==> src/rtl/uart_tx_frame_if.sv <==
// Character source <-> UART transmitter: handshake, character and its framing config.
interface uart_tx_frame_if;
  logic [7:0] tx_data;
  logic       tx_valid;
  logic       tx_ready;
  logic [1:0] cfg_len;
  logic       cfg_stop2;
  logic       cfg_baud_hi;
  logic [1:0] cfg_parity;

  modport master (
    output tx_data, tx_valid, cfg_len, cfg_stop2, cfg_baud_hi, cfg_parity,
    input  tx_ready
  );

  modport slave (
    input  tx_data, tx_valid, cfg_len, cfg_stop2, cfg_baud_hi, cfg_parity,
    output tx_ready
  );
endinterface

==> src/rtl/uart_tx_frame.sv <==
// uart_tx_frame: synchronous UART transmitter, 5..8 data bits, 1/2 stop bits,
// two selectable baud rates, RTS high for the duration of each frame.
// Optional parity bit is built only when UART_TX_PARITY_EN is defined.
module uart_tx_frame #(
  parameter int unsigned CLK_HZ  = 50_000_000,
  parameter int unsigned BAUD_LO = 2400,
  parameter int unsigned BAUD_HI = 9600,
  parameter int unsigned DIV_W   = 16
) (
  input  logic            clk,
  input  logic            rst,
  uart_tx_frame_if.slave  tx,
  output logic            txd,
  output logic            rts,
  output logic            busy
);

  localparam int unsigned DIV_LO = CLK_HZ / BAUD_LO;
  localparam int unsigned DIV_HI = CLK_HZ / BAUD_HI;
  localparam logic [DIV_W-1:0] LAST_LO = DIV_W'(DIV_LO - 1);
  localparam logic [DIV_W-1:0] LAST_HI = DIV_W'(DIV_HI - 1);

  typedef enum logic [2:0] {IDLE, START, DATA, PARITY, STOP} state_e;

  state_e           state_q, state_d;
  logic [DIV_W-1:0] cnt_q, cnt_d;
  logic [2:0]       idx_q, idx_d;
  logic             stop_q, stop_d;   // first of two stop bits already sent
  logic [7:0]       data_q;
  logic [1:0]       len_q;
  logic             stop2_q;
  logic             baud_q;
  logic             txd_d, rts_d, ready_d;
  logic             accept;
  logic             bit_done;
  logic             par_en;
  logic [2:0]       last_idx;

`ifdef UART_TX_PARITY_EN
  logic [1:0]       par_q;
  logic             par_bit;
  logic [7:0]       par_mask;

  assign par_en   = (par_q == 2'b01) || (par_q == 2'b10);
  assign par_mask = 8'(8'hFF >> (2'd3 - len_q));
  assign par_bit  = (^(data_q & par_mask)) ^ (par_q == 2'b10);
`else
  assign par_en   = 1'b0;
`endif

  assign accept   = tx.tx_valid & tx.tx_ready;
  assign bit_done = (cnt_q == (baud_q ? LAST_HI : LAST_LO));
  assign last_idx = 3'd4 + 3'(len_q);

  // State, counters and registered outputs
  always_ff @(posedge clk) begin
    if (rst) begin
      state_q     <= IDLE;
      cnt_q       <= '0;
      idx_q       <= '0;
      stop_q      <= 1'b0;
      txd         <= 1'b1;
      rts         <= 1'b0;
      tx.tx_ready <= 1'b1;
      busy        <= 1'b0;
    end else begin
      state_q     <= state_d;
      cnt_q       <= cnt_d;
      idx_q       <= idx_d;
      stop_q      <= stop_d;
      txd         <= txd_d;
      rts         <= rts_d;
      tx.tx_ready <= ready_d;
      busy        <= ~ready_d;
    end
  end

  // Frame parameters captured at accept so mid-frame config changes are ignored
  always_ff @(posedge clk) begin
    if (rst) begin
      data_q  <= '0;
      len_q   <= '0;
      stop2_q <= 1'b0;
      baud_q  <= 1'b0;
`ifdef UART_TX_PARITY_EN
      par_q   <= '0;
`endif
    end else if (accept) begin
      data_q  <= tx.tx_data;
      len_q   <= tx.cfg_len;
      stop2_q <= tx.cfg_stop2;
      baud_q  <= tx.cfg_baud_hi;
`ifdef UART_TX_PARITY_EN
      par_q   <= tx.cfg_parity;
`endif
    end
  end

  // Next state and bit/divider counters
  always_comb begin
    state_d = state_q;
    cnt_d   = cnt_q;
    idx_d   = idx_q;
    stop_d  = stop_q;
    if (state_q != IDLE) cnt_d = bit_done ? '0 : cnt_q + DIV_W'(1);
    case (state_q)
      IDLE: begin
        if (accept) begin
          state_d = START;
          cnt_d   = '0;
          idx_d   = '0;
          stop_d  = 1'b0;
        end
      end
      START: begin
        if (bit_done) begin
          state_d = DATA;
          idx_d   = '0;
        end
      end
      DATA: begin
        if (bit_done) begin
          if (idx_q == last_idx) state_d = par_en ? PARITY : STOP;
          else                   idx_d   = idx_q + 3'd1;
        end
      end
`ifdef UART_TX_PARITY_EN
      PARITY: begin
        if (bit_done) state_d = STOP;
      end
`endif
      STOP: begin
        if (bit_done) begin
          if (stop2_q && !stop_q) stop_d  = 1'b1;
          else                    state_d = IDLE;
        end
      end
      default: state_d = IDLE;
    endcase
  end

  // Output values for the cycle after this edge
  always_comb begin
    txd_d   = 1'b1;
    rts_d   = 1'b1;
    ready_d = 1'b0;
    case (state_d)
      IDLE: begin
        rts_d   = 1'b0;
        ready_d = 1'b1;
      end
      START: txd_d = 1'b0;
      DATA:  txd_d = data_q[idx_d];
`ifdef UART_TX_PARITY_EN
      PARITY: txd_d = par_bit;
`endif
      default: txd_d = 1'b1;
    endcase
  end

endmodule
==> src/flat_wrapper.sv <==
// flat-port wrapper written by rule: the top's interface ports become plain ports
module uart_tx_frame_flat 
#(
  parameter int unsigned CLK_HZ  = 50_000_000,
  parameter int unsigned BAUD_LO = 2400,
  parameter int unsigned BAUD_HI = 9600,
  parameter int unsigned DIV_W   = 16
)
  (clk, rst, txd, rts, busy, tx_tx_data, tx_tx_valid, tx_cfg_len, tx_cfg_stop2, tx_cfg_baud_hi, tx_cfg_parity, tx_tx_ready);
  uart_tx_frame_if tx_i ();
  input  logic clk;
  input  logic rst;
  output logic txd;
  output logic rts;
  output logic busy;
  input wire logic [$bits(tx_i.tx_data)-1:0] tx_tx_data;
  input wire logic [$bits(tx_i.tx_valid)-1:0] tx_tx_valid;
  input wire logic [$bits(tx_i.cfg_len)-1:0] tx_cfg_len;
  input wire logic [$bits(tx_i.cfg_stop2)-1:0] tx_cfg_stop2;
  input wire logic [$bits(tx_i.cfg_baud_hi)-1:0] tx_cfg_baud_hi;
  input wire logic [$bits(tx_i.cfg_parity)-1:0] tx_cfg_parity;
  output wire logic [$bits(tx_i.tx_ready)-1:0] tx_tx_ready;
  assign tx_i.tx_data = tx_tx_data;
  assign tx_i.tx_valid = tx_tx_valid;
  assign tx_i.cfg_len = tx_cfg_len;
  assign tx_i.cfg_stop2 = tx_cfg_stop2;
  assign tx_i.cfg_baud_hi = tx_cfg_baud_hi;
  assign tx_i.cfg_parity = tx_cfg_parity;
  assign tx_tx_ready = tx_i.tx_ready;
  uart_tx_frame #(.CLK_HZ(CLK_HZ), .BAUD_LO(BAUD_LO), .BAUD_HI(BAUD_HI), .DIV_W(DIV_W)) u_core (.clk(clk), .rst(rst), .tx(tx_i), .txd(txd), .rts(rts), .busy(busy));
endmodule
==> config.mk <==
export PLATFORM = sky130hd
export DESIGN_NAME = uart_tx_frame_flat
export DESIGN_NICKNAME = d
export VERILOG_FILES = /design/src/rtl/uart_tx_frame_if.sv /design/src/rtl/uart_tx_frame.sv /design/src/flat_wrapper.sv
export SDC_FILE = /design/constraint.sdc
export NUM_CORES = 1
export LEC_CHECK = 0
export ABC_CLOCK_PERIOD_IN_PS = 2770
export BUFFER_PORTS_ARGS = -buffer_cell sky130_fd_sc_hd__buf_2
export CELL_PAD_IN_SITES_DETAIL_PLACEMENT = 0
export CELL_PAD_IN_SITES_GLOBAL_PLACEMENT = 1
export CORE_MARGIN = 1.5
export CORE_UTILIZATION = 43
export DETAILED_ROUTE_END_ITERATION = 16
export PLACE_DENSITY = 0.88
export RECOVER_POWER = 25
export SKIP_LAST_GASP = 1
export SLEW_MARGIN = 5
export SYNTH_ARGS = -nofsm -noshare
export SYNTH_HDL_FRONTEND = slang
export SYNTH_SLANG_ARGS = --single-unit
export TNS_END_PERCENT = 30
==> constraint.sdc <==
create_clock -name clk -period 2.77 [get_ports clk]
set_input_delay 0.277 -clock clk [delete_from_list [all_inputs] [get_ports clk]]
set_output_delay 0.277 -clock clk [all_outputs]
set_load 0.01 [all_outputs]
==> reports/results.tsv <==
metric	value	unit
outcome	finished clean	
drt_pass1_iterations	4	
postSynthNetCount	265	
ys_seq_elements	38	
grt_use_total	17.7	%
cts_sinks	38	
cts_root_buf	clkbuf_8	
ys_seq_area_share	38.6	%
dpl.hpwl	2780	um
drt_iter0_drc	96	
cts_tree	done	
cts_htree_levels	2	
finalCriticalPeriod	2.50	ns
clk_pin_slew_worst_paths	0.08	ns
fmax	401	MHz
fill_cells	455	
multiInputGateArea	1100	sq um
post_cts.repair.setup_buffers	0	
p_comb_share	8.0	%
hold_class	input pin to register	
routed_wl	4140	um
layout_common_cells	nand2_1 (41), dfxtp_1 (38), nor2_1 (29), a21oi_1 (29), buf_2 (14)	
wl_met3	195	um
holdBufCountCts	0	
synthArstFlopShare	0	%
worstPathRequired	2.99	ns
num_rows	24	
p_seq_share	45.7	%
min_period_over_period	90.1	%
cts_buffers	5	
syn_to_final_growth	11.4	%
finalWorstSetupSlack	0.274	ns
whs	0.214	ns
synth_cell_types	49	
synthFlopType	dfxtp_1	
hold_viol	0	
fp.dieW	70.7	um
drv_slew	0	
via_per_inst	5.58	
pre_cts_ws	0.294	ns
start_util	44.9	%
p_sw_share	22.3	%
numPortBuffers	18	
finalSetupViolations	0	
crit_type	register to register	
grt_pass1_vias	1536	
power_switching	281	uW
ant_nets	0	
synth_warnings	0	
drt_drc_violations_left	0	
grt_max_degree	36	
core_area	4380	sq um
clk_latency	0.29	ns
cellLeakagePower	0.827	nW
clk_path_buf_depth	2	
die_h	70.7	um
clock_skew	0.00735	ns
p_per_area	576	nW/um^2
rsz0062_at_grt	no	
grt_overflow	0	
final_common_cell	nand2_1	
syn_area	1970	sq um
grt_pass1_wl	7140	um
syn_inst	246	
wl_met1	2110	um
seq_area	761	sq um
antenna_found_initial	0	
final_layout_size_suffix_gt1_share	13.4	%
p_clk_share	46.3	%
wl_met2	1770	um
setup_tns	0	ns
cap_violations	0	
maxSlewHeadroom	46.1	%
endpoint_kind	register	
ir_drop	0.356	mV
crit_arrival	2.72	ns
synth_edf_count	0	
final_nets	279	
dr.max_layer_used	met4	
gp_congestion	0.852	
intPower	983	uW
critPathMaxFanout	7	
n_antenna_cell	0	
syn_area_per_cell	8.01	sq um
critPathLaunchType	register	
post_drt_wl_per_cell	13.2	um
ctsResizeCount	0	
worst_pin_slew	0.806	ns
vias	1748	
num_io_pins	21	
die_area	4990	sq um
Yosys cell counts, types with 3 or more instances:
cell type	n	area share, %
and3_1	6	1.9
o21ai_0	12	3.0
dfxtp_1	38	39
nor2_1	29	5.5
a21oi_1	29	7.4
nor3_1	4	1.0
clkbuf_1	8	1.5
mux2i_1	4	2.0
inv_1	6	1.1
a311oi_1	7	3.1
nand3_1	6	1.5
a31oi_1	4	1.3
nand2_1	41	7.8
clkbuf_8	3	2.1
o211ai_1	5	1.9
state kept, by name, summed over array words and instances (netlist names):
signal / count
u_core.baud_q: 1
u_core.busy: 1
u_core.cnt_q: 16
u_core.data_q: 8
u_core.idx_q: 3
u_core.len_q: 2
u_core.state_q: 3
u_core.stop2_q: 1
u_core.stop_q: 1
u_core.tx.tx_ready: 1
u_core.txd: 1
metal layers:
| layer | up-vias | track usage (%) |
|---|---|---|
| met1 | 798 | 24.4 |
| met5 | - | 0 |
| met4 | 0 | 6.50 |
| met3 | 6 | 4.42 |
| li1 | 909 | - |
| met2 | 35 | 26.9 |
worst paths after layout:
path	start	endpoint	slack, ns	cells after the start
worst max-delay path	u_core.cnt_q[8]	u_core.txd	0.27	9
worst min-delay path	tx_tx_data[0]	u_core.data_q[0]	0.21	3
worst min register to register	u_core.data_q[3]	u_core.data_q[3]	0.46	2
worst max register to register	u_core.cnt_q[8]	u_core.txd	0.27	9
metrics by stage:
stage | util (%) | instances | total power, mW | instance area [sq um]
2_1_floorplan | - | 246 | 0.665 | 1970
3_3_place_gp | 46.9 | 305 | 0.692 | 2060
3_5_place_dp | 46.9 | 305 | 0.693 | 2060
4_1_cts | 50.2 | 313 | 1.28 | 2200
5_1_grt | 50.1 | 313 | 1.32 | 2190
6_report | 50.1 | 313 | 1.26 | 2190
power by group through the flow:
stage          logic, mW  clock network, mW  registers (mW)
2_1_floorplan     0.0772                  0           0.588
3_3_place_gp       0.102                  0           0.591
3_5_place_dp       0.102                  0           0.591
4_1_cts            0.103              0.596           0.578
5_1_grt            0.115              0.620           0.581
6_report           0.101              0.586           0.578
worst max-delay path: stages, from the launching register on:
cell and delay (ns):
dfxtp_1 0.42, or4b_1 0.47, o21ai_2 0.19, o211ai_2 0.21, nor4_2 0.42, nor3_4 0.10
mux2i_1 0.14, a22oi_1 0.19, nand3_1 0.13, a21oi_1 0.14
cell type report:
type                    count  area share (%)
multi-input cells         189            50.3
flip-flops and latches     38            34.7
repair buffers             20            4.56
well taps                  52            2.96
inverters                   6            1.03
clock inverters             2            2.74
clock buffers               6            3.76
cells by family (layout without fill, tap and decap cells):
group                    after synthesis  in the layout  synth area share (%)
adder cells (fa/ha/maj)                2              2                  1.27
multiplexers                           4              4                  2.03
XOR/XNOR                               2              2                 0.890
buffers and inverters                 19             34                  5.34
flip-flops                            38             38                  38.6
AO/OA/AOI/OAI                         72             72                  24.3
AND/OR/NAND/NOR                      109            109                  27.5
Note: power is estimated with default switching activity, not from simulation.
